==> src/rtl/muldiv_sequencer.sv <==
// Multi-cycle unsigned mul/div unit beside the Execute stage.
// Stalls F/D/E while busy and emits a one-cycle DoneW pulse with the result.
//
// Ports:
//   clk, reset             clock, synchronous active-high reset
//   StartE, OpE            E-stage mul/div request and op (MUL/UMULH/UDIV/UREM)
//   SrcAE, SrcBE           operands (A = multiplicand/dividend, B = multiplier/divisor)
//   WA3E                   destination register of the E-stage op
//   FlushE                 aborts any in-flight op
//   BusyStall              stall request to the hazard unit
//   DoneW                  result-valid pulse
//   ResultOut, WA3Out      result and its destination register
module muldiv_sequencer (
   input  logic        clk,
   input  logic        reset,
   input  logic        StartE,
   input  logic [1:0]  OpE,
   input  logic [31:0] SrcAE,
   input  logic [31:0] SrcBE,
   input  logic [3:0]  WA3E,
   input  logic        FlushE,
   output logic        BusyStall,
   output logic        DoneW,
   output logic [31:0] ResultOut,
   output logic [3:0]  WA3Out
);

   typedef enum logic [1:0] {
      IDLE,
      RUN,
      DONE
   } state_t;

   state_t      state;
   state_t      state_nx;
   logic [4:0]  cnt;
   logic [1:0]  op_q;
   logic [3:0]  wa3_q;
   logic [31:0] a_q;
   logic [31:0] b_q;
   logic [31:0] hi;
   logic [31:0] lo;
   logic [31:0] hi_nx;
   logic [31:0] lo_nx;
   logic [32:0] sum;
   logic [32:0] shl;
   logic [32:0] diff;
   logic        busy;
   logic        accept;
   logic        div_zero;
   logic        last;

   assign div_zero = OpE[1] && (SrcBE == 32'd0);
   assign accept   = (state == IDLE) && StartE && !FlushE;
   assign last     = (state == RUN) && !FlushE && (cnt == 5'd31);

   always_comb begin
      state_nx = state;
      busy     = 1'b0;
      unique case (state)
         IDLE: begin
            if (StartE && !FlushE) begin
               busy     = 1'b1;
               state_nx = div_zero ? DONE : RUN;
            end
         end
         RUN: begin
            if (FlushE) begin
               state_nx = IDLE;
            end else begin
               busy = 1'b1;
               if (cnt == 5'd31) begin
                  state_nx = DONE;
               end
            end
         end
         DONE: begin
            state_nx = IDLE;
         end
         default: begin
            state_nx = IDLE;
         end
      endcase
      BusyStall = busy && !reset;
   end

   always_ff @(posedge clk) begin
      if (reset) begin
         state <= IDLE;
      end else begin
         state <= state_nx;
      end
   end

   assign DoneW = (state == DONE);

   // {hi,lo} is the working register pair: for multiply it is the
   // 64-bit product shifting right with the multiplier consumed from lo;
   // for divide hi is the partial remainder and lo shifts the dividend
   // out while quotient bits shift in.
   always_comb begin
      sum  = lo[0] ? ({1'b0, hi} + {1'b0, a_q}) : {1'b0, hi};
      shl  = {hi, lo[31]};
      diff = shl - {1'b0, b_q};
      if (op_q[1]) begin
         if (!diff[32]) begin
            hi_nx = diff[31:0];
            lo_nx = {lo[30:0], 1'b1};
         end else begin
            hi_nx = shl[31:0];
            lo_nx = {lo[30:0], 1'b0};
         end
      end else begin
         hi_nx = sum[32:1];
         lo_nx = {sum[0], lo[31:1]};
      end
   end

   always_ff @(posedge clk) begin
      if (reset) begin
         cnt       <= 5'd0;
         op_q      <= 2'd0;
         wa3_q     <= 4'd0;
         a_q       <= 32'd0;
         b_q       <= 32'd0;
         hi        <= 32'd0;
         lo        <= 32'd0;
         ResultOut <= 32'd0;
         WA3Out    <= 4'd0;
      end else if (accept) begin
         if (div_zero) begin
            ResultOut <= OpE[0] ? SrcAE : 32'hFFFF_FFFF;
            WA3Out    <= WA3E;
         end else begin
            op_q  <= OpE;
            wa3_q <= WA3E;
            a_q   <= SrcAE;
            b_q   <= SrcBE;
            cnt   <= 5'd0;
            hi    <= 32'd0;
            lo    <= OpE[1] ? SrcAE : SrcBE;
         end
      end else if (state == RUN) begin
         if (FlushE) begin
            cnt <= 5'd0;
         end else begin
            hi  <= hi_nx;
            lo  <= lo_nx;
            cnt <= cnt + 5'd1;
            if (last) begin
               ResultOut <= op_q[0] ? hi_nx : lo_nx;
               WA3Out    <= wa3_q;
            end
         end
      end
   end

endmodule

==> config.mk <==
export PLATFORM = sky130hd
export DESIGN_NAME = muldiv_sequencer
export DESIGN_NICKNAME = d
export VERILOG_FILES = /design/src/rtl/muldiv_sequencer.sv
export SDC_FILE = /design/constraint.sdc
export NUM_CORES = 1
export LEC_CHECK = 0
export ABC_AREA = 1
export ABC_CLOCK_PERIOD_IN_PS = 4550
export CELL_PAD_IN_SITES_DETAIL_PLACEMENT = 1
export CELL_PAD_IN_SITES_GLOBAL_PLACEMENT = 2
export CORE_MARGIN = 10
export CORE_UTILIZATION = 34
export CTS_CLUSTER_SIZE = 40
export DETAILED_ROUTE_END_ITERATION = 10
export PLACE_DENSITY = 0.85
export SKIP_LAST_GASP = 1
export SYNTH_ARGS = -nofsm -noshare
export SYNTH_HDL_FRONTEND = slang
export SYNTH_SLANG_ARGS = --single-unit
==> constraint.sdc <==
create_clock -name clk -period 4.55 [get_ports clk]
set_clock_uncertainty 0.05 [all_clocks]
set_input_delay 0.6825 -clock clk [delete_from_list [all_inputs] [get_ports clk]]
set_output_delay 0.6825 -clock clk [all_outputs]
set_load 0.05 [all_outputs]
* Word level (Yosys, flattened, before mapping) *
Cells that the tools add are included.

cells by class
  eq/ne operators = 8
  bitwise operators = 1
  $add $sub $neg = 3
  mux-type cells = 38
  reductions and logical operators = 18

operators by type and width
  kind                 count
  $mux 32              19
  $add 32x32->33       1
  $mux 33              1
  $sub 33x32->33       1
  $logic_not 32->1     1
  $mux 4               5
  $mux 5               4
  $mux 2               4
  $logic_and 1x1->1    7
  $ne 2x1->1 const B   3
  $reduce_and 2->1     3
  $add 5x1->5 const B  1
  $eq 5x5->1 const B   1
  $pmux 2 s2           1
  $reduce_and 4->1     1
  $reduce_bool 2->1    2
  $mux 1               3
  $ne 3x3->1 const B   1
  $reduce_and 3->1     1
  $eq 2x1->1 const B   1
  $eq 2x2->1 const B   1
  $logic_not 1->1      2
  $logic_not 2->1      1
  $ne 2x2->1 const B   1
  other kinds (2)      2

storage, ports and cells
  word-level logic and storage cells = 78
  output and inout bits = 38
  bits of input ports = 74
  bits in registers = 177

* Longest topological paths before layout *
  depth after elaboration = 8
  gate-level depth with buffers = 23
  gate-level depth less buffers = 22

* Worst setup path before layout *
No wires, ideal clock.

  kind = input to output
  start = input port FlushE
  end = output port BusyStall
  required time = 3.818 ns
  arrival = 2.022 ns
  stages = 5
  setup slack = 1.796 ns
  path through = inv_2 nand3_1 clkbuf_1 clkbuf_1 a21oi_1

on the way
  longest elaborated chain between the ends = 5
  elaborated cells on any way between the ends = 6
  classes of those cells = mux: 3; reduce/logical: 3

RTL lines
  item                 RTL line  text
  start, declared      21        input logic FlushE,
  $logic_not 1->1      62        if (StartE && !FlushE) begin
  $logic_and 1x1->1    62
  $mux 1               62
  $pmux 1 s2 *         60        unique case (state)
  $logic_and 1x1->1 *  84        BusyStall = busy && !reset;
  end, declared        22        output logic BusyStall,

Mark *: on every way between the ends. The rest lies on a longest branch, timed or not.

* Worst setup path after layout *
  start = input port SrcBE[9]
  end = register lo[31]

on the way
  longest elaborated chain between the ends = 4

RTL lines
  item                        RTL line  text
  start, declared             19        input logic [31:0] SrcBE,
  $logic_not 32->1            53        assign div_zero = OpE[1] && (SrcBE == 32'd0);
  $logic_and 1x1->1           53
  $ne 2x2->1 (no line)        --
  $reduce_and 3->1 (no line)  --
  end signal, assigned        141       lo <= OpE[1] ? SrcAE : SrcBE;
  end signal, assigned        148       lo <= lo_nx;
  end, declared               42        logic [31:0] lo;

No other way between the ends.
A chain may end at the register's enable or synchronous reset.

==> flow_summary_export.csv <==
group,metric,value,unit
clocking,ctsResizeCount,0,
clocking,post_cts_buffers,0,
timing,final-setup-viol-count,0,
global_route,antenna_found_initial,0,
die,io_pins,112,
timing,hold_slack,0.415,ns
die,core,40100,µm²
yosys,syn_inst,2346,
run_status,status,"finished, final reports clean",
clocking,htree_levels,4,
global_route,overflow,0,
timing,slew_headroom,17.9,%
worst_setup_path,crit_required,4.88,ns
timing,rsz0062_at_grt,"no",
timing,hold_violations,0,
yosys,async_reset_ff_share,0,%
hold_path,min_path_type,"flip-flop to flip-flop",
worst_setup_path,critPathLaunchType,"input port",
clocking,clkSinkCount,177,
drt,ant_nets,0,
finish,nNetsFinal,2533,
worst_setup_path,worstSetupStartpoint,"SrcBE[9]",
yosys,synth_cell_types,45,
global_route,grt_use_total,24.2,%
worst_setup_path,crit_fanout,14,
clocking,cts.clk_slew.worst_paths,0.07,ns
hold_path,hold_start,"ResultOut[6]",
timing,tightestPinTransition,1.23,ns
drt,wirelength,61.5,mm
global_route,grt_pass1_wl,93.3,mm
die,fp.dieW,222,µm
finish,syn2layout_area_growth,15.2,%
finish,drive_gt1_share,5.20,%
timing,slew_violations,0,
worst_setup_path,timing.rr.start,"lo[31]",
timing,fmax,0.284,GHz
power_and_ir_drop,leakagePower,7.52,nW
flow_run,cap_violations,0,
yosys,synth_edf_count,0,
yosys,syn_area_per_cell,5.92,µm²
worst_setup_path,critPathCaptureType,"flip-flop",
clocking,clock_path_buffers,2,
finish,num_antenna_cells,0,
yosys,synth_area,13900,µm²
clocking,cts_made_buffers,17,
global_route,grt_pass1_vias,15652,
power_and_ir_drop,pwr_density_cell,290,nW/µm²
drt,wl_per_cell,21.0,µm
die,fp-row-count,73,
yosys,synth-seq-cells,177,
yosys,synth_fp_nets,2488,
clocking,clk_latency,0.47,ns
timing,period_minus_slack,3.53,ns
drt,num_vias,15413,
clocking,cts-root-buf,"clkbuf_16",
drt,first_iter_violations,1041,
place,finalWeightedCongestion,0.956,
yosys,synth_flop_cell,"dfxtp_1",
die,initial_core_util,34.7,%
drt,drc,0,
power_and_ir_drop,ir_drop,290,µV
drt,viasPerCell,5.26,
yosys,yosysSeqAreaShare,25.5,%
timing,tns,0,ns
global_route,grt_max_degree,81,
place,hpwl,48.9,mm
timing,period_share,77.5,%
place,port-buffer-count,111,
clocking,cts_tree,"yes",
worst_setup_path,worstSetupPathType,"input port to flip-flop",
drt,drtPass1Iterations,5,
worst_setup_path,cp.arrival,3.85,ns
die,die_h,222,µm
clocking,hold_buffers,0,
die,die_area,49400,µm²
yosys,yosys_warnings,0,
==> synthesized netlist by cell type (3+ instances only) <==
cell type	count	area, µm²
nand3_1	115	576
nor3_1	15	75.1
dfxtp_1	177	3540
nand4_1	13	81.3
buf_6	5	56.3
xor2_1	13	114
nor2_1	173	649
ha_1	66	826
xnor2_1	9	78.8
nand2_1	744	2790
a211oi_1	27	203
inv_2	10	37.5
and3_1	3	18.8
a31oi_1	65	407
and2_1	4	25.0
buf_4	6	45.0
or2_2	5	31.3
nand2_4	5	56.3
o21ai_1	4	20.0
mux2i_1	27	270
a21oi_2	19	166
inv_1	339	1270
o21ai_0	151	756
buf_2	8	40.0
nand3b_1	4	30.0
nor4_1	3	18.8
a21oi_1	206	1030
clkbuf_1	75	282
clkinv_1	3	11.3
nand2_2	14	87.6
o211ai_1	4	30.0
buf_1	14	52.6
==> sequential cells by signal, summed over array words and instances, names as in the netlist <==
name	cells
lo	32
a_q	32
wa3_q	4
hi	32
WA3Out	4
b_q	32
cnt	5
op_q	2
state	2
ResultOut	32
==> cell families (layout without fill, tap and decap cells) <==
family | after synthesis | in the layout | synth area share [%]
AND/OR/NAND/NOR | 1107 | 1107 | 32.5
adder cells (fa/ha/maj) | 68 | 68 | 6.23
flip-flops | 177 | 177 | 25.5
AO/OA/AOI/OAI | 484 | 484 | 19.4
XOR/XNOR | 22 | 22 | 1.39
multiplexers | 27 | 27 | 1.95
buffers and inverters | 461 | 519 | 13.0
==> placed cells by master (no fill, tap or decap), types with 13 or more instances in the layout <==
cell type,count
nand3_1,115
a21oi_1,206
a31oi_1,65
nand2_2,15
a211oi_1,27
ha_1,66
inv_1,338
o21ai_0,151
nor3_1,15
dfxtp_1,175
xor2_1,13
a21oi_2,19
nor2_1,172
nand2_1,743
nand4_1,13
buf_4,26
clkbuf_16,17
mux2i_1,27
clkdlybuf4s50_1,109
==> where the power goes <==
part / internal, mW / switching (mW)
registers: 1.63 / 0.0739
clock network: 0.981 / 0.708
logic: 0.386 / 0.865
total: 3.00 / 1.65
==> per-layer routing <==
layer	wire, µm	GRT usage [%]
met5	0	0
met4	1510	7.46
met3	3080	3.30
met2	28500	39.8
met1	28400	31.9
==> per-stage QoR <==
| step | util, % | cell area, µm² | worst slack, ns | total power, mW | instances |
|---|---|---|---|---|---|
| after floorplan | - | 13900 | 1.80 | 2.52 | 2346 |
| after global placement | 38.3 | 15400 | 0.690 | 2.96 | 2897 |
| after detailed placement | 38.3 | 15400 | 0.666 | 2.98 | 2897 |
| after CTS | 39.9 | 16000 | 1.09 | 4.66 | 2929 |
| after global routing | 39.9 | 16000 | 0.905 | 4.87 | 2929 |
| final | 39.9 | 16000 | 1.02 | 4.65 | 2929 |
==> path summary, 6_finish.rpt <==
path,endpoint,slack (ns),depth (start not counted)
setup / recovery,lo[31],1.02,13
hold / removal,ResultOut[6],0.42,2
setup reg to reg,ResultOut[30],1.34,21
hold reg to reg,ResultOut[6],0.42,2
==> worst max-delay path, cell delays in order <==
cell and delay [ns]:
clkdlybuf4s50_1 0.45, inv_1 0.12, nand4_1 0.10, nor4_1 0.63, buf_4 0.23, nand3_1 0.14, nand2_2 0.25, inv_2 0.08
nor2_4 0.17, nor2_4 0.05, inv_2 0.33, o21ai_0 0.31, a21oi_1 0.30
==> final cells by class <==
class,count,area (µm²)
fill,5400,24100
multi-input combinational,1708,8540
sequential,177,3550
inverter,352,1320
timing repair buffer,135,1290
tap,525,657
clock buffer,17,425
clock inverter,15,226
Power figures use the tool's default switching activity.
